===== config.mk =====
export PLATFORM = sky130hd
export DESIGN_NAME = asi_spram_arb
export DESIGN_NICKNAME = d
export VERILOG_FILES = /design/src/rtl/asi_pkg.sv /design/src/rtl/asi_ws_pipe.sv /design/src/rtl/asi_spram_arb.sv
export SDC_FILE = /design/constraint.sdc
export NUM_CORES = 1
export LEC_CHECK = 0
export CAP_MARGIN = 10
export CORE_ASPECT_RATIO = 1.75
export CORE_MARGIN = 5
export CORE_UTILIZATION = 36
export CTS_CLUSTER_DIAMETER = 100
export DETAILED_ROUTE_END_ITERATION = 16
export GPL_ROUTABILITY_DRIVEN = 0
export GPL_TIMING_DRIVEN = 0
export PLACE_DENSITY = 0.74
export SYNTH_ARGS = -nofsm -noshare
export SYNTH_HDL_FRONTEND = slang
export SYNTH_HIERARCHICAL = 1
export SYNTH_SLANG_ARGS = --single-unit

===== constraint.sdc =====
create_clock -name usr_clk -period 2.5 [get_ports usr_clk]
set_input_delay 0.5 -clock usr_clk [delete_from_list [all_inputs] [get_ports usr_clk]]
set_output_delay 0.5 -clock usr_clk [all_outputs]
set_load 0.05 [all_outputs]

===== src/rtl/asi_pkg.sv =====
// Shared types for the AXI-to-single-port-RAM arbiter slice.
// The arbiter state lives here so other ASI blocks can decode it.
package asi_pkg;

  typedef enum logic [1:0] {
    IDLE = 2'd0,
    WR   = 2'd1,
    RD   = 2'd2
  } arb_state_t;

  localparam int HOLD_CNT_W = 9;

endpackage


===== src/rtl/asi_ws_pipe.sv =====
// Read-data-valid delay line: carries valid/last from the registered RAM read
// command to the cycle the RAM presents rdata, SLV_WS cycles later.
module asi_ws_pipe #(
  parameter int SLV_WS = 2
) (
  input  logic usr_clk,
  input  logic usr_reset_n,
  input  logic in_valid,
  input  logic in_last,
  output logic out_valid,
  output logic out_last
);

  generate
    if (SLV_WS == 0) begin : g_comb
      // Zero wait states: rdata is valid in the same cycle as the command.
      logic unused_clk_rst;
      assign unused_clk_rst = usr_clk ^ usr_reset_n;
      assign out_valid      = in_valid;
      assign out_last       = in_last;
    end else begin : g_pipe
      logic [SLV_WS-1:0] v_sr;
      logic [SLV_WS-1:0] l_sr;

      always_ff @(posedge usr_clk) begin
        if (!usr_reset_n) begin
          v_sr <= '0;
          l_sr <= '0;
        end else begin
          v_sr[0] <= in_valid;
          l_sr[0] <= in_last;
          for (int i = 1; i < SLV_WS; i++) begin
            v_sr[i] <= v_sr[i-1];
            l_sr[i] <= l_sr[i-1];
          end
        end
      end

      assign out_valid = v_sr[SLV_WS-1];
      assign out_last  = l_sr[SLV_WS-1];
    end
  endgenerate

endmodule


===== src/rtl/asi_spram_arb.sv =====
// Arbitrates AXI write and read beats onto one single-port RAM, with a
// bounded hold time so neither side can starve the other.
module asi_spram_arb
  import asi_pkg::*;
#(
  parameter int AW       = 32,
  parameter int DW       = 32,
  parameter int SLV_WS   = 2,
  parameter int MAX_HOLD = 16
) (
  input  logic            usr_clk,
  input  logic            usr_reset_n,
  input  logic            w_req,
  input  logic [AW-1:0]   w_addr,
  input  logic [DW-1:0]   w_data,
  input  logic [DW/8-1:0] w_strb,
  input  logic            w_last,
  output logic            w_gnt,
  input  logic            r_req,
  input  logic [AW-1:0]   r_addr,
  input  logic            r_last,
  output logic            r_gnt,
  output logic            ram_cs,
  output logic            ram_we,
  output logic [AW-1:0]   ram_addr,
  output logic [DW-1:0]   ram_wdata,
  output logic [DW/8-1:0] ram_be,
  output logic            r_valid,
  output logic            r_vlast,
  output logic            w_busy,
  output logic            r_busy
);

  localparam int HOLD_LIM = MAX_HOLD - 1;

  arb_state_t            state;
  arb_state_t            state_nxt;
  logic                  last_wr;
  logic [HOLD_CNT_W-1:0] hold_cnt;
  logic                  hold_up;
  logic                  rd_last_q;
  logic                  rd_cmd;

  // The beat being granted now brings the owner's tenure to its limit.
  assign hold_up = (int'(hold_cnt) + 1) >= HOLD_LIM;

  // Grants are held off during reset so no beat is accepted that the
  // cleared RAM registers would then silently drop.
  always_comb begin
    w_gnt     = 1'b0;
    r_gnt     = 1'b0;
    state_nxt = state;
    if (usr_reset_n) begin
      unique case (state)
        IDLE: begin
          if (w_req && (!r_req || !last_wr)) begin
            w_gnt     = 1'b1;
            state_nxt = WR;
          end else if (r_req) begin
            r_gnt     = 1'b1;
            state_nxt = RD;
          end
        end
        WR: begin
          if (w_req) begin
            w_gnt = 1'b1;
            if (w_last)
              state_nxt = r_req ? RD : IDLE;
            else if (r_req && hold_up)
              state_nxt = RD;
          end else if (r_req) begin
            r_gnt     = 1'b1;
            state_nxt = RD;
          end
        end
        RD: begin
          if (r_req) begin
            r_gnt = 1'b1;
            if (r_last)
              state_nxt = w_req ? WR : IDLE;
            else if (w_req && hold_up)
              state_nxt = WR;
          end else if (w_req) begin
            w_gnt     = 1'b1;
            state_nxt = WR;
          end
        end
        default: state_nxt = IDLE;
      endcase
    end
  end

  always_ff @(posedge usr_clk) begin
    if (!usr_reset_n) begin
      state    <= IDLE;
      last_wr  <= 1'b0;
      hold_cnt <= '0;
    end else begin
      state <= state_nxt;
      if (w_gnt)
        last_wr <= 1'b1;
      else if (r_gnt)
        last_wr <= 1'b0;
      if (state_nxt != state)
        hold_cnt <= '0;
      else if ((w_gnt || r_gnt) && (hold_cnt != '1))
        hold_cnt <= hold_cnt + HOLD_CNT_W'(1);
    end
  end

  // Write data is left untouched by reads so the RAM data bus stays quiet.
  always_ff @(posedge usr_clk) begin
    if (!usr_reset_n) begin
      ram_cs    <= 1'b0;
      ram_we    <= 1'b0;
      ram_addr  <= '0;
      ram_wdata <= '0;
      ram_be    <= '0;
      rd_last_q <= 1'b0;
    end else begin
      ram_cs    <= w_gnt | r_gnt;
      ram_we    <= w_gnt;
      rd_last_q <= r_gnt & r_last;
      if (w_gnt) begin
        ram_addr  <= w_addr;
        ram_wdata <= w_data;
        ram_be    <= w_strb;
      end else if (r_gnt) begin
        ram_addr <= r_addr;
        ram_be   <= '0;
      end
    end
  end

  assign rd_cmd = ram_cs & ~ram_we;

  asi_ws_pipe #(
    .SLV_WS(SLV_WS)
  ) u_ws_pipe (
    .usr_clk    (usr_clk),
    .usr_reset_n(usr_reset_n),
    .in_valid   (rd_cmd),
    .in_last    (rd_last_q),
    .out_valid  (r_valid),
    .out_last   (r_vlast)
  );

  assign w_busy = (state == WR);
  assign r_busy = (state == RD);

endmodule


==> impl_metrics.yaml, run 1 <==
synthesis:
  syn_inst: 414
  mappedNetlistArea_um2: 3590
  synth_warnings: 6
  synth.largest_area_cell: "sky130_fd_sc_hd__dfxtp_1"
  async_flop_share_pct: 0
  yosys-top-cells-area: "sky130_fd_sc_hd__dfxtp_1 48%, sky130_fd_sc_hd__nand2_1 11%, sky130_fd_sc_hd__a22oi_1 7.5%"
  synth.lib_cells_used.distinct: 43
  synth.ff_latch_count: 87
  synth_net_count: 523
  count_of_flip_flops_with_a_built_in_enable_after_synthesis: 0
  synth_top_cell_area_share_pct: 48.5
  ys_seq_area_share_pct: 48.5
  syn_area_per_cell_um2: 8.68
  ys_dominant_reg_cell: "sky130_fd_sc_hd__dfxtp_1"
clock_tree:
  total_cts_buffers: 9
  clock-sinks: 87
  clk_latency_ps: 340
  worst_setup_hold_path_clk_slew_ps: 60
  cts.path.max_buffers: 2
  clk_root_buffer_cell: "sky130_fd_sc_hd__clkbuf_16"
  clock_tree_from_tritoncts: "yes"
  cts-hold-fix-buffers: 0
  htreeDepth: 3
floorplanning:
  ioPinCount: 182
  rows: 48
  core_area_um2: 9850
  die_y_um: 142
  floorplan.die_area_um2: 12200
  die_width_um: 85.5
  initial_core_utilization_pct: 36.5
grt:
  overflow: 0
  grt_pass1_vias: 3815
  track_usage_pct: 19.1
  grt_start_max_net_pins: 20
  grt_pass1_wl_um: 18300
  antenna_found_initial: 0
placement:
  dp_hpwl_um: 9410
  placedInstanceArea_um2: 5590
  place.port_buffers: 179
setup_path:
  path_max_fanout: 5
  cp_slowest_cell: "sky130_fd_sc_hd__dfxtp_4"
  crit_arrival_ps: 2750
  critPathLaunchType: "register"
  worstSetupPathType: "register to register"
  critical_path.top_delay_family: "simple AND/OR/NAND/NOR gates"
  crit_required_ps: 2760
  critPathMaxStageDelay_ps: 350
  end_kind: "register"
  path_cells: "ha_4 > and3_4 > and3_4 > and2_4 > ha_4 > a31oi_4 > o311ai_4 > buf_4 > nor4_4 > buf_4 > a221oi_4 > nor2_1"
  crit_buf_inv: 2
power:
  pwr_density_cell_nw_per_um2: 638
  worst_ir_drop_vdd_mv: 0.370
  static-leakage-power_nw: 2.19
sta:
  fin_skew_ps: 5.93
  layout_min_cycle_time_ps: 2490
  maxSlewViolCount: 0
  slew_headroom_pct: 53.0
  setup_viol_count_final: 0
  period_share_pct: 99.7
  unrepaired_setup_endpoints_after_global_routing: "yes"
  slew_at_the_pin_with_the_worst_max_slew_slack_ps: 702
  finalHoldViolations: 0
  max_freq_mhz: 401
cells_and_area:
  post_route_cells_drive_above_1_share_pct: 9.08
  final_area_um2: 6030
  utilization_pct: 61.2
  layout.nets: 721
  antennaDiodeCount: 0
  area_growth_pct: 67.7
drt:
  route.vias.total: 3746
  remaining_drc_errors: 0
  postRouteAntennaNets: 0
  detail_route.wirelength_um: 12100
  wl_per_cell_um: 16.3
  detail_route.vias_per_cell: 5.05
  firstDrtPassIters: 6
  drt_iter0_drc: 166
hold_path:
  worstHoldPathType: "register to register"
run:
  cap_viol_max_count: 0
status:
  run_status: "finished, final reports clean"
sequential cells by signal (all words and copies together), names as in the netlist:
signal,flops
last_wr,1
rd_last_q,1
u_ws_pipe/g_pipe.v_sr,2
ram_wdata,32
ram_we,1
state,2
ram_be,4
hold_cnt,9
ram_cs,1
ram_addr,32
u_ws_pipe/g_pipe.l_sr,2
final timing paths:
check | slack, ps | from | end | depth (start not counted)
setup reg to reg | 8 | hold_cnt[0]$_SDFFE_PP0P_ | hold_cnt[2]$_SDFFE_PP0P_ | 12
setup / recovery | 8 | hold_cnt[0]$_SDFFE_PP0P_ | hold_cnt[2]$_SDFFE_PP0P_ | 12
hold reg to reg | 430 | u_ws_pipe/g_pipe.l_sr[0]$_SDFF_PN0_ | u_ws_pipe/g_pipe.l_sr[1]$_SDFF_PN0_ | 1
hold / removal | 430 | u_ws_pipe/g_pipe.l_sr[0]$_SDFF_PN0_ | u_ws_pipe/g_pipe.l_sr[1]$_SDFF_PN0_ | 1
worst register-to-register path, delay by kind of cell (launching register included):
kind            cells  cell delay, ps
compound gates      3             380
buf+inv             2             340
simple gates        5             950
flops               1             350
fa+ha+maj           2             390
metrics by stage:
step | total power, mW | std cells | TNS (ps) | setup WS [ps] | hold slack, ps
floorplan | 2.12 | 414 | 0 | 29.5 | 412
global placement | 2.54 | 718 | -2090 | -1030 | 420
detailed placement | 2.56 | 718 | -2850 | -1030 | 420
CTS | 3.87 | 736 | 0 | 7.21 | 434
global route | 4.02 | 742 | -128 | -38.9 | 448
finish | 3.84 | 742 | 0 | 8.17 | 432
repair_timing:
action | in CTS | in global routing
endpoints found under the setup margin | 13 | 13
pin swaps | 3 | 7
buffers inserted | 4 | 5
endpoints found under the hold margin | 0 | 0
gates resized for setup | 19 | 10
cloned | 0 | 1
cell families (layout without fill, tap and decap cells):
logic type / Yosys count / count (layout) / share of synthesized area, %
buffers and inverters: 36 / 238 / 3.93
multiplexers: 2 / 2 / 0.592
AND/OR/NAND/NOR: 148 / 148 / 18.0
adder cells (fa/ha/maj): 3 / 3 / 1.04
XOR/XNOR: 8 / 8 / 1.95
flip-flops: 87 / 87 / 48.5
AO/OA/AOI/OAI: 130 / 131 / 26.0
layout make-up:
type | instances | area (µm²)
Fill cell | 915 | 3820
Buffer | 28 | 119
Sequential cell | 87 | 1750
Inverter | 6 | 22.5
Timing Repair Buffer | 188 | 1860
Clock inverter | 4 | 26.3
Tap cell | 125 | 156
Multi-Input combinational cell | 292 | 1820
Clock buffer | 12 | 268
where the power goes:
part	internal, mW	leakage, nW	switching [mW]
Sequential	1.49	0.717	0.0532
Clock	0.761	0.144	0.543
Combinational	0.403	1.33	0.597
cell usage after synthesis (all sizes together), types with 2 or more instances:
library cell and n:
a211oi 5, a21boi 32, a21oi 5, a22oi 36, and2 9, and3 4
and4 2, buf 8, clkbuf 22, dfxtp 87, ha 3, inv 6
nand2 104, nand3 3, nand4 2, nor2 16, nor2b 5, o211a 2
o211ai 3, o21ai 35, xor2 7
layer usage:
layer	wire length [µm]	vias up	global-route usage (%)
li1	-	1834	-
met1	4060	1744	18.2
met2	6990	146	37.5
met3	696	22	4.81
met4	306	0	8.42
met5	0	-	0
cell usage in the layout, fill, tap and decap left out, types with 2 or more instances in the layout:
cell type                           n
sky130_fd_sc_hd__buf_2              4
sky130_fd_sc_hd__a211oi_2           2
sky130_fd_sc_hd__a21boi_0          32
sky130_fd_sc_hd__and2_1             8
sky130_fd_sc_hd__and3_4             3
sky130_fd_sc_hd__nand2_1          104
sky130_fd_sc_hd__xor2_1             7
sky130_fd_sc_hd__a211oi_1           3
sky130_fd_sc_hd__dfxtp_1           82
sky130_fd_sc_hd__dlymetal6s2s_1     2
sky130_fd_sc_hd__o211a_1            2
sky130_fd_sc_hd__inv_1              6
sky130_fd_sc_hd__nand3_1            3
sky130_fd_sc_hd__ha_4               2
sky130_fd_sc_hd__o21ai_0           35
sky130_fd_sc_hd__buf_4             10
sky130_fd_sc_hd__clkdlybuf4s50_1  174
sky130_fd_sc_hd__a22oi_1           36
sky130_fd_sc_hd__buf_1              2
sky130_fd_sc_hd__nor2b_1            5
sky130_fd_sc_hd__o211ai_1           3
sky130_fd_sc_hd__a21oi_1            5
sky130_fd_sc_hd__clkbuf_16         10
sky130_fd_sc_hd__nor2_1            16
sky130_fd_sc_hd__clkinv_2           2
sky130_fd_sc_hd__nand4_1            2
sky130_fd_sc_hd__dfxtp_4            2
sky130_fd_sc_hd__dfxtp_2            3
sky130_fd_sc_hd__a221oi_4           2
sky130_fd_sc_hd__clkbuf_1          21
(Power assumes the default switching activity.)
==> run 2, diff against run 1 <==
Settings changed: RECOVER_POWER set to 100.
==> run 2 against run 1 <==
  * First-iteration DRC count is 6.0% lower
  * Non-clock buffer count stayed put
  * Register-to-register slack hardly changed
  * Critical endpoint unchanged
  * Sequential power hardly changed
  * Sequential share of layout area is 0.10 points higher
  * Clock power hardly changed
==> impl_metrics.yaml, run 2 (synthesis gave the netlist of run 1 again) <==
clock_tree:
  clock_tree_from_tritoncts: "yes"
  cts.path.max_buffers: 2
  clk_root_buffer_cell: "sky130_fd_sc_hd__clkbuf_16"
  clock-sinks: 87
  total_cts_buffers: 9
  clk_latency_ps: 340
  cts-hold-fix-buffers: 0
  htreeDepth: 3
  worst_setup_hold_path_clk_slew_ps: 60
sta:
  unrepaired_setup_endpoints_after_global_routing: "yes"
  fin_skew_ps: 6.44
  finalHoldViolations: 0
  period_share_pct: 99.8
  slew_at_the_pin_with_the_worst_max_slew_slack_ps: 687
  max_freq_mhz: 401
  hold_ws_ps: 432
  setup_viol_count_final: 0
  maxSlewViolCount: 0
  postLayoutSetupSlackWorst_ps: 5.46
  layout_min_cycle_time_ps: 2490
  slew_headroom_pct: 54.0
  fin_setup_tns_ps: 0
cells_and_area:
  post_route_cells_drive_above_1_share_pct: 8.59
  utilization_pct: 61.0
  area_growth_pct: 67.1
  layout.nets: 721
  antennaDiodeCount: 0
  stdcell_count: 742
  final_area_um2: 6010
  leading_registers_by_flop_count: "ram_addr x32, ram_wdata x32, hold_cnt x9"
  commonest_cells_after_routing_fill_and_taps_aside: "104 x sky130_fd_sc_hd__nand2_1, 102 x sky130_fd_sc_hd__clkdlybuf4s50_1, 82 x sky130_fd_sc_hd__dfxtp_1, 72 x sky130_fd_sc_hd__dlygate4sd3_1, 36 x sky130_fd_sc_hd__a22oi_1"
  layout.cells.most_common: "sky130_fd_sc_hd__nand2_1"
setup_path:
  crit_path_end: "hold_cnt[2]$_SDFFE_PP0P_"
  worst_r2r_startpoint: "hold_cnt[0]$_SDFFE_PP0P_"
  path_max_fanout: 5
  reg2reg_to: "hold_cnt[2]$_SDFFE_PP0P_"
  worstSetupPathType: "register to register"
  worst_r2r_path_depth: 12
  end_kind: "register"
  crit_required_ps: 2760
  crit_arrival_ps: 2750
  crit_path_start: "hold_cnt[0]$_SDFFE_PP0P_"
  r2r_slack_ps: 5
  critPathLaunchType: "register"
power:
  netSwitchingPower_mw: 1.19
  pwr_density_cell_nw_per_um2: 633
  cellInternalPower_mw: 2.62
  total_power_mw: 3.80
  worst_ir_drop_vdd_mv: 0.368
  p_clk_share_pct: 34.3
  sequential_fraction_of_design_power_pct: 40.4
  switching_share_pct: 31.2
  static-leakage-power_nw: 2.34
  combPwrFrac_pct: 25.4
placement:
  placedInstanceArea_um2: 5590
  post-place-ws_ps: -1030
  dp_hpwl_um: 9410
  place_inst: 718
  place.port_buffers: 179
floorplanning:
  die_width_um: 85.5
  ioPinCount: 182
  floorplan.die_area_um2: 12200
  core_area_um2: 9850
  initial_core_utilization_pct: 36.5
  die_y_um: 142
  rows: 48
grt:
  groute.layer.met2.usage_pct: 37.5
  antenna_found_initial: 0
  overflow: 0
  grt_pass1_vias: 3815
  met3_usage_pct: 4.81
  grt_pass1_wl_um: 18300
  grt_busiest_layer: "met2"
  grt_start_max_net_pins: 20
  gr-usage-met1_pct: 18.2
  track_usage_pct: 19.1
drt:
  remaining_drc_errors: 0
  detail_route.wirelength_um: 12000
  drt_iter0_drc: 156
  detail_route.vias_per_cell: 5.02
  firstDrtPassIters: 4
  route.vias.total: 3724
  wl_per_cell_um: 16.2
  postRouteAntennaNets: 0
status:
  run_status: "finished, final reports clean"
hold_path:
  worstHoldPathType: "register to register"
run:
  cap_viol_max_count: 0
## run 2: changes by cell type in the layout (fill, tap and decap cells not counted)
cell                              previous run  this run
sky130_fd_sc_hd__and2_1                      8         5
sky130_fd_sc_hd__clkdlybuf4s50_1           174       102
sky130_fd_sc_hd__and2_0                      0         3
sky130_fd_sc_hd__dlymetal6s2s_1              2         0
sky130_fd_sc_hd__dlygate4sd3_1               0        72
sky130_fd_sc_hd__buf_2                       4         1
sky130_fd_sc_hd__clkbuf_1                   21        27
sky130_fd_sc_hd__buf_1                       2         1
## run 2: critical path, cell delays in order (launching register included)
cell and delay [ps]:
sky130_fd_sc_hd__dfxtp_4 350, sky130_fd_sc_hd__ha_4 170, sky130_fd_sc_hd__and3_4 190, sky130_fd_sc_hd__and3_4 180, sky130_fd_sc_hd__and2_4 140, sky130_fd_sc_hd__ha_4 220
sky130_fd_sc_hd__a31oi_4 160, sky130_fd_sc_hd__o311ai_4 130, sky130_fd_sc_hd__buf_4 160, sky130_fd_sc_hd__nor4_4 290, sky130_fd_sc_hd__buf_4 180, sky130_fd_sc_hd__a221oi_4 80
sky130_fd_sc_hd__nor2_1 160
## run 2: how the worst min path moves through the flow
stage / slack, ps / end / start / cells after the start
2_1_floorplan: 410 / u_ws_pipe/g_pipe.l_sr[0]$_SDFF_PN0_ / rd_last_q$_SDFF_PN0_ / 1
3_3_place_gp: 420 / u_ws_pipe/g_pipe.l_sr[0]$_SDFF_PN0_ / rd_last_q$_SDFF_PN0_ / 1
3_5_place_dp: 420 / u_ws_pipe/g_pipe.l_sr[1]$_SDFF_PN0_ / u_ws_pipe/g_pipe.l_sr[0]$_SDFF_PN0_ / 1
4_1_cts: 430 / u_ws_pipe/g_pipe.l_sr[1]$_SDFF_PN0_ / u_ws_pipe/g_pipe.l_sr[0]$_SDFF_PN0_ / 1
5_1_grt: 450 / u_ws_pipe/g_pipe.l_sr[1]$_SDFF_PN0_ / u_ws_pipe/g_pipe.l_sr[0]$_SDFF_PN0_ / 1
6_report: 430 / u_ws_pipe/g_pipe.l_sr[1]$_SDFF_PN0_ / u_ws_pipe/g_pipe.l_sr[0]$_SDFF_PN0_ / 1
## run 2: layout make-up
class,instances,area [µm²]
fillers,919,3840
repair buffers,188,1840
multi-input cells,292,1820
flip-flops and latches,87,1750
clock buffers,12,268
well taps,125,156
plain buffers,28,115
clock inverters,4,26.3
inverters,6,22.5
## run 2: metal layers
layer,routed length (µm),vias to the layer above
met3,685,20
met2,7010,132
met5,0,-
li1,-,1833
met1,4030,1739
met4,283,0
## run 2: power by group through the flow
| stage | Clock [mW] | Sequential [mW] | Combinational [mW] |
|---|---|---|---|
| CTS | 1.34 | 1.54 | 0.992 |
| global placement | 0 | 1.57 | 0.970 |
| floorplan | 0 | 1.88 | 0.238 |
| finish | 1.30 | 1.54 | 0.964 |
| global route | 1.41 | 1.55 | 1.02 |
| detailed placement | 0 | 1.57 | 0.983 |
## run 2: timing repair
| item | in CTS | in global routing |
|---|---|---|
| setup buffers | 4 | 5 |
| gates resized for setup | 19 | 10 |
| pin swaps | 3 | 7 |
| cloned | 0 | 1 |
| setup endpoints to repair | 13 | 13 |
==> run 3, diff against run 2 <==
Settings changed: SKIP_LAST_GASP set to 1.
==> run 3 against run 2 <==
  * Sequential share of layout area hardly changed
  * Cell count down 0.13%
  * Worst hold slack barely moved
  * First-iteration DRC count up 7.7%
  * Highest routed layer unchanged
  * Largest cell class unchanged
==> impl_metrics.yaml, run 3 (synthesis gave the netlist of run 1 again) <==
status:
  run_status: "finished, final reports clean"
cells_and_area:
  ff_latch_area_um2: 1750
  multi_input_area_um2: 1820
  layout.cells.most_common: "sky130_fd_sc_hd__nand2_1"
  commonest_cells_after_routing_fill_and_taps_aside: "104 x sky130_fd_sc_hd__nand2_1, 103 x sky130_fd_sc_hd__clkdlybuf4s50_1, 83 x sky130_fd_sc_hd__dfxtp_1, 72 x sky130_fd_sc_hd__dlygate4sd3_1, 36 x sky130_fd_sc_hd__a22oi_1"
  layout.nets: 720
  antennaDiodeCount: 0
  leading_registers_by_flop_count: "ram_addr x32, ram_wdata x32, hold_cnt x9"
  utilization_pct: 61.0
  final_area_um2: 6010
  post_route_cells_drive_above_1_share_pct: 8.77
  layout.filler_cells: 919
  area_growth_pct: 67.2
clock_tree:
  clk_root_buffer_cell: "sky130_fd_sc_hd__clkbuf_16"
  clk_latency_ps: 340
  cts-hold-fix-buffers: 0
  htreeDepth: 3
  clock_tree_from_tritoncts: "yes"
  cts.path.max_buffers: 2
  total_cts_buffers: 9
  worst_setup_hold_path_clk_slew_ps: 60
  clock-sinks: 87
power:
  total_power_mw: 3.80
  static-leakage-power_nw: 2.35
  worst_ir_drop_vdd_mv: 0.371
  pwr_density_cell_nw_per_um2: 633
setup_path:
  cp_slowest_cell: "sky130_fd_sc_hd__dfxtp_4"
  crit_arrival_ps: 2750
  crit_required_ps: 2760
  path_max_fanout: 5
  reg2reg_to: "hold_cnt[2]$_SDFFE_PP0P_"
  r2r_slack_ps: 10
  worst_r2r_startpoint: "hold_cnt[0]$_SDFFE_PP0P_"
  critical_path_cell_count: 12
  end_kind: "register"
  critPathLaunchType: "register"
  worst_r2r_path_depth: 12
  path_cells: "ha_4 > and3_4 > and3_4 > and2_4 > ha_4 > a31oi_4 > o311ai_4 > buf_4 > nor4_4 > buf_4 > a221oi_4 > nor2_1"
  worstSetupPathType: "register to register"
  critical_path.top_delay_family: "simple AND/OR/NAND/NOR gates"
  crit_buf_inv: 2
  critPathMaxStageDelay_ps: 350
floorplanning:
  initial_core_utilization_pct: 36.5
  floorplan.die_area_um2: 12200
  ioPinCount: 182
  die_y_um: 142
  die_width_um: 85.5
  core_area_um2: 9850
  rows: 48
placement:
  dp_hpwl_um: 9410
  place.port_buffers: 179
  placedInstanceArea_um2: 5590
drt:
  detail_route.wirelength_um: 12100
  drt_iter0_drc: 168
  wirelength_met1_um: 4060
  detail_route.vias_per_cell: 5.06
  firstDrtPassIters: 4
  wl_per_cell_um: 16.3
  topRoutingLayerUsed: "met4"
  remaining_drc_errors: 0
  postRouteAntennaNets: 0
  route.vias.total: 3753
  route.met2.wl_um: 7010
  detailroute.wirelength.met3_um: 701
sta:
  unrepaired_setup_endpoints_after_global_routing: "yes"
  setup_viol_count_final: 0
  slew_headroom_pct: 54.4
  period_share_pct: 99.6
  finalHoldViolations: 0
  slew_at_the_pin_with_the_worst_max_slew_slack_ps: 682
  maxSlewViolCount: 0
  fin_skew_ps: 6.46
  max_freq_mhz: 402
  layout_min_cycle_time_ps: 2490
grt:
  grt_start_max_net_pins: 20
  grt_pass1_vias: 3799
  grt_pass1_wl_um: 18300
  track_usage_pct: 19.1
  overflow: 0
  antenna_found_initial: 0
hold_path:
  hold-path-cell-count: 1
  hold_path.startpoint: "u_ws_pipe/g_pipe.l_sr[0]$_SDFF_PN0_"
  worstHoldPathType: "register to register"
  worst_hold_path.endpoint: "u_ws_pipe/g_pipe.l_sr[1]$_SDFF_PN0_"
run:
  cap_viol_max_count: 0
run 3: worst max-delay path by stage:
stage,start,to
after floorplan,hold_cnt[1]$_SDFFE_PP0P_,state[1]$_SDFF_PN0_
after global placement,usr_reset_n,r_gnt
after detailed placement,usr_reset_n,r_gnt
after CTS,usr_reset_n,r_gnt
after global routing,hold_cnt[0]$_SDFFE_PP0P_,hold_cnt[1]$_SDFFE_PP0P_
final,hold_cnt[0]$_SDFFE_PP0P_,hold_cnt[2]$_SDFFE_PP0P_
run 3: layer usage:
layer	vias to the layer above	track usage (%)
met4	0	8.26
met1	1757	18.2
met2	140	37.5
li1	1836	-
met5	-	0
met3	20	4.81
run 3: final cells by class:
| type | count | share of cell area (%) |
|---|---|---|
| buffer | 27 | 1.89 |
| clock buffer | 12 | 4.46 |
| clock inverter | 4 | 0.437 |
| inverter | 6 | 0.375 |
| multi-input combinational | 292 | 30.4 |
| sequential | 87 | 29.1 |
| tap | 125 | 2.60 |
| timing repair buffer | 188 | 30.7 |
run 3: metrics by stage:
stage	setup TNS, ps	std cells	hold slack, ps	worst slack (ps)
floorplan	0	414	412	29.5
global placement	-2090	718	420	-1030
detailed placement	-2850	718	420	-1030
CTS	-85.0	736	434	-85.0
global route	-162	741	448	-41.5
finish	0	741	432	10.5
run 3: worst register-to-register path, cell delays in order, from the launching register on:
cell and delay [ps]:
sky130_fd_sc_hd__dfxtp_4 350, sky130_fd_sc_hd__ha_4 170, sky130_fd_sc_hd__and3_4 180, sky130_fd_sc_hd__and3_4 180, sky130_fd_sc_hd__and2_4 140, sky130_fd_sc_hd__ha_4 220
sky130_fd_sc_hd__a31oi_4 160, sky130_fd_sc_hd__o311ai_4 130, sky130_fd_sc_hd__buf_4 160, sky130_fd_sc_hd__nor4_4 290, sky130_fd_sc_hd__buf_4 180, sky130_fd_sc_hd__a221oi_4 80
sky130_fd_sc_hd__nor2_1 160
run 3: power breakdown:
part	total, mW	internal, mW	switching [mW]
logic	0.966	0.369	0.597
clock network	1.30	0.761	0.542
registers	1.54	1.49	0.0492
total	3.80	2.62	1.19
run 3: timing repair:
action	4_1_cts	5_1_grt
gates resized for setup	17	11
pin swaps	3	7
gates cloned	0	1
endpoints found under the setup margin	13	13
setup buffers	4	5
==> edit 1: new RTL, settings of run 1 <==
`MAX_HOLD`: 16 -> 8.
--- a/src/rtl/asi_spram_arb.sv
+++ b/src/rtl/asi_spram_arb.sv
@@ -6,7 +6,7 @@
   parameter int AW       = 32,
   parameter int DW       = 32,
   parameter int SLV_WS   = 2,
-  parameter int MAX_HOLD = 16
+  parameter int MAX_HOLD = 8
 ) (
   input  logic            usr_clk,
   input  logic            usr_reset_n,
Function: same outputs for any inputs over 4 cycles, from zero or initial values and one cycle with usr_reset_n low; that may be too few to reach the edited logic, so the function may still have changed.
==> edit 1 against run 1 <==
Die area up 4.3%. Maximum frequency up 3.4%. Cell area up 2.6%. Synthesized area up 4.8%. Critical path type unchanged. Sequential cell count unchanged. Power up 11%. Final cell count up 1.1%. Wire length up 1.9%. Non-clock buffer count down 8. Utilization down 0.81 points. Setup slack better by 0.083 ns.
==> edit 1: results (changes against run 1) <==
INFO  metric seq_cell_power = 1.58 mW (+3%)
INFO  metric dpl.hpwl = 9.35 mm (-0.69%)
INFO  metric count_of_clock_buffers_in_the_final_design = 10 (-2)
INFO  metric finish.net_count = 727 (+0.83%)
INFO  metric dr_total_vias = 3767 (+0.56%)
INFO  metric timing.reg2reg.setup_slack = 0.09 ns (+0.08 ns)
INFO  metric syn_area_per_cell = 8.78 um2 (+1.1%)
INFO  metric first_global_vias = 3883 (+1.8%)
INFO  metric synth-seq-area-share = 0.463 (-0.0221)
INFO  metric buffers = 208 (-3.7%)
INFO  metric multiin_comb = 306 (+4.8%)
INFO  metric multi_input_comb_area = 1990 um2 (+8.8%)
INFO  metric worst_r2r_path_depth = 9 (-3)
INFO  metric grt_first_pass_wirelength = 19.3 mm (+5.1%)
INFO  metric synth.net_count = 538 (+2.9%)
INFO  metric filler_cell_count = 899 (-1.7%)
INFO  metric layout-drive-gt1-share = 0.0851 (-0.00569)
INFO  metric tightestPinTransition = 0.766 ns (+0.0642 ns)
INFO  metric critical_path.endpoint = hold_cnt[6]
INFO  metric floorplan.core_area = 10200 um2 (+4.0%)
INFO  metric cellInternalPower = 2.84 mW (+7.2%)
INFO  metric outcome = completed
INFO  metric drt_pass1_iterations = 4 (-2)
INFO  metric detailed_place.area = 5730 um2 (+2.4%)
INFO  metric fin_worst_skew = 0.00502 ns (-0.000903 ns)
INFO  metric utilization = 0.604 (-0.00810)
INFO  metric ctsResizeCount = 31 (+12)
edit 1: logic make-up (layout without fill, tap and decap cells):
logic type                 Yosys count  after routing  share of synthesized area
and+or+nand+nor                    200            200                      0.231
DFF                                 87             87                      0.463
AOI/OAI and AO/OA                   54             54                      0.130
muxes                               38             39                      0.104
buffers and inverters               37            230                     0.0386
xor gates and xnor gates             9              9                     0.0209
adders and majority gates            4              4                     0.0130
edit 1: metrics by stage:
stage	hold slack, ns	setup slack, ns	power (mW)
2_1_floorplan	0.412	0.0998	2.36
4_1_cts	0.445	0.0144	4.29
3_5_place_dp	0.430	-1.81	2.87
5_1_grt	0.472	-0.0194	4.44
6_report	0.443	0.0912	4.25
3_3_place_gp	0.417	-1.82	2.85
edit 1: routing by layer:
metal / up-vias / GRT usage / wire length, um
met5: - / 0 / 0
met4: 0 / 0.0730 / 275
met3: 21 / 0.0493 / 732
met2: 129 / 0.361 / 6900
met1: 1774 / 0.189 / 4390
li1: 1843 / - / -
==> edit 2: new RTL, flow settings as in run 1 <==
Made on the original files. Reset style: asynchronous (`usr_reset_n`), changed in 3 clocked blocks.
--- a/src/rtl/asi_ws_pipe.sv
+++ b/src/rtl/asi_ws_pipe.sv
@@ -22,7 +22,7 @@
       logic [SLV_WS-1:0] v_sr;
       logic [SLV_WS-1:0] l_sr;
 
-      always_ff @(posedge usr_clk) begin
+      always_ff @(posedge usr_clk or negedge usr_reset_n) begin
         if (!usr_reset_n) begin
           v_sr <= '0;
           l_sr <= '0;
--- a/src/rtl/asi_spram_arb.sv
+++ b/src/rtl/asi_spram_arb.sv
@@ -90,7 +90,7 @@
     end
   end
 
-  always_ff @(posedge usr_clk) begin
+  always_ff @(posedge usr_clk or negedge usr_reset_n) begin
     if (!usr_reset_n) begin
       state    <= IDLE;
       last_wr  <= 1'b0;
@@ -109,7 +109,7 @@
   end
 
   // Write data is left untouched by reads so the RAM data bus stays quiet.
-  always_ff @(posedge usr_clk) begin
+  always_ff @(posedge usr_clk or negedge usr_reset_n) begin
     if (!usr_reset_n) begin
       ram_cs    <= 1'b0;
       ram_we    <= 1'b0;
Formal check against the unedited RTL: differs if usr_reset_n is asserted again (counterexample within 4 cycles, from zero or initial values and one cycle with usr_reset_n low); with usr_reset_n held inactive, the same outputs for 4 cycles.
==> edit 2 against run 1 <==
Wire length is 1.4% higher. Setup slack improved by 0.034 ns. Cell area up 6.1%. Global-route usage decreased by 0.61 points. Non-clock buffer count down 11. Largest cell class is now sequential cells. Maximum frequency grew 1.4%. First-iteration DRC count decreased by 45%. Synthesized area grew 11%. Sequential cell count is the same.
Power is not compared: it rests on default switching activity, and its combinational part moved more than twofold at a synthesized area within 25%.
==> edit 2: results (changes against run 1) <==
INFO  metric grt_first_pass_wirelength = 18.9 mm (+3.0%)
INFO  metric grt_start_max_net_pins = 49 (+150%)
INFO  metric synth.net_count = 453 (-13%)
INFO  metric routed_wl_met3 = 952 um (+37%)
INFO  metric synth_cell_type_count = 46 (+7.0%)
INFO  metric syn_inst = 344 (-17%)
INFO  metric global_route.usage.total = 0.185 (-0.00612)
INFO  metric cp_max_fo = 10 (+5)
INFO  metric first_global_vias = 3811 (-0.10%)
INFO  metric met1_length = 4.10 mm (+0.94%)
INFO  metric first_iter_violations = 91 (-45%)
INFO  metric dr_total_vias = 3450 (-7.9%)
INFO  metric drt_pass1_iterations = 4 (-2)
INFO  metric hold_class = in -> async
INFO  metric layout.cells.most_common = sky130_fd_sc_hd__clkdlybuf4s50_1
INFO  metric port_buffers = 180 (+0.56%)
INFO  metric routed_length_per_instance = 18.1 um (+11%)
INFO  metric critical_path.reg2reg.startpoint = hold_cnt[0]
INFO  metric layout-drive-gt1-share = 0.165 (+0.0741)
INFO  metric wl_met2 = 6.70 mm (-4.2%)
INFO  metric cts_inserted_buffers = 9 (unchanged)
INFO  metric crit_family = buffers and inverters
INFO  metric synth-seq-area-share = 0.547 (+0.0627)
INFO  metric outcome = completed
INFO  metric worst-endpoint-arrival = 1.96 ns (-0.79 ns)
INFO  metric groute.layer.met2.usage = 0.342 (-0.0331)
INFO  metric place_inst = 655 (-8.8%)
INFO  metric max_stage_delay = 0.45 ns (+0.10 ns)
INFO  metric crit_path_top_delay_cell = sky130_fd_sc_hd__clkdlybuf4s50_1
INFO  metric fin_worst_skew = 0.00535 ns (-0.000572 ns)
INFO  metric wl = 12.2 mm (+1.4%)
INFO  metric slew-limit-headroom = 0.314 (-0.216)
INFO  metric synth_top_cells_by_count = 87 x sky130_fd_sc_hd__dfrtp_1, 43 x sky130_fd_sc_hd__nand2_1, 35 x sky130_fd_sc_hd__mux2i_1
INFO  metric yosys-top-cells-area = sky130_fd_sc_hd__dfrtp_1 55%, sky130_fd_sc_hd__mux2_2 9.1%, sky130_fd_sc_hd__mux2i_1 8.8%
INFO  metric finish.net_count = 650 (-9.8%)
INFO  metric detailed_place.area = 5970 um2 (+6.7%)
INFO  metric register_clock_pin_slew_on_the_reported_worst_setup_and_hold_paths = 0.06 ns (about the same)
INFO  metric crit_start = w_req
INFO  metric gr-usage-met3 = 0.0553 (+0.00719)
INFO  metric dpl.hpwl = 9.46 mm (+0.47%)
INFO  metric synthArstFlopShare = 1.00 (+1.00)
INFO  metric part_of_the_power_in_the_clock_network = 0.149
INFO  metric grt_util_met1 = 0.183 (+0.00158)
INFO  metric max-clock-path-buffers = 2 (unchanged)
-- edit 2: cell types whose count changed after synthesis, sizes merged, moves of 32 or more --
| cell | change |
|---|---|
| a21boi | -32 |
| a22oi | -36 |
| dfrtp | +87 |
| dfxtp | -87 |
| mux2i | +34 |
| nand2 | -61 |
-- edit 2: repair_timing --
action / 4_1_cts / 5_1_grt
pin swaps: 2 / 6
gates resized for setup: 26 / 16
endpoints found under the hold margin: 0 / 0
endpoints found under the setup margin: 66 / 14
buffers inserted: 2 / 4
-- edit 2: cell type report --
cell class,instances,area [um2]
clock buffer,10,229
multi-input combinational,228,1770
fill,908,4370
tap,130,163
inverter,10,37.5
clock inverter,6,43.8
buffer,18,91.3
timing repair buffer,187,1880
sequential,87,2180
-- edit 2: path summary, 6_finish.rpt --
check | to | slack (ns) | depth (start not counted)
worst max-delay path | r_gnt | 0.04 | 6
worst min-delay path | ram_addr[16] | 0.04 | 1
worst max register to register | hold_cnt[7] | 0.17 | 9
worst min register to register | u_ws_pipe/g_pipe.l_sr[0] | 0.35 | 0
max in group asynchronous | hold_cnt[1] | 1.90 | 2
min in group usr_clk | u_ws_pipe/g_pipe.l_sr[0] | 0.35 | 0
-- edit 2: logic make-up (layout without fill, tap and decap cells) --
kind of cell | after synthesis | after routing | synth area share
DFF | 87 | 87 | 0.547
and+or+nand+nor | 87 | 87 | 0.107
muxes | 67 | 67 | 0.179
AOI/OAI and AO/OA | 63 | 63 | 0.110
buffers and inverters | 29 | 231 | 0.0296
xor gates and xnor gates | 8 | 8 | 0.0176
adders and majority gates | 3 | 3 | 0.00944
-- edit 2: metrics by stage --
stage	worst slack, ns	util
after global routing	-0.0586	0.594
after global placement	-4.47	0.552
after detailed placement	-1.53	0.555
after CTS	0.000683	0.585
after floorplan	0.0393	-
final	0.0417	0.594
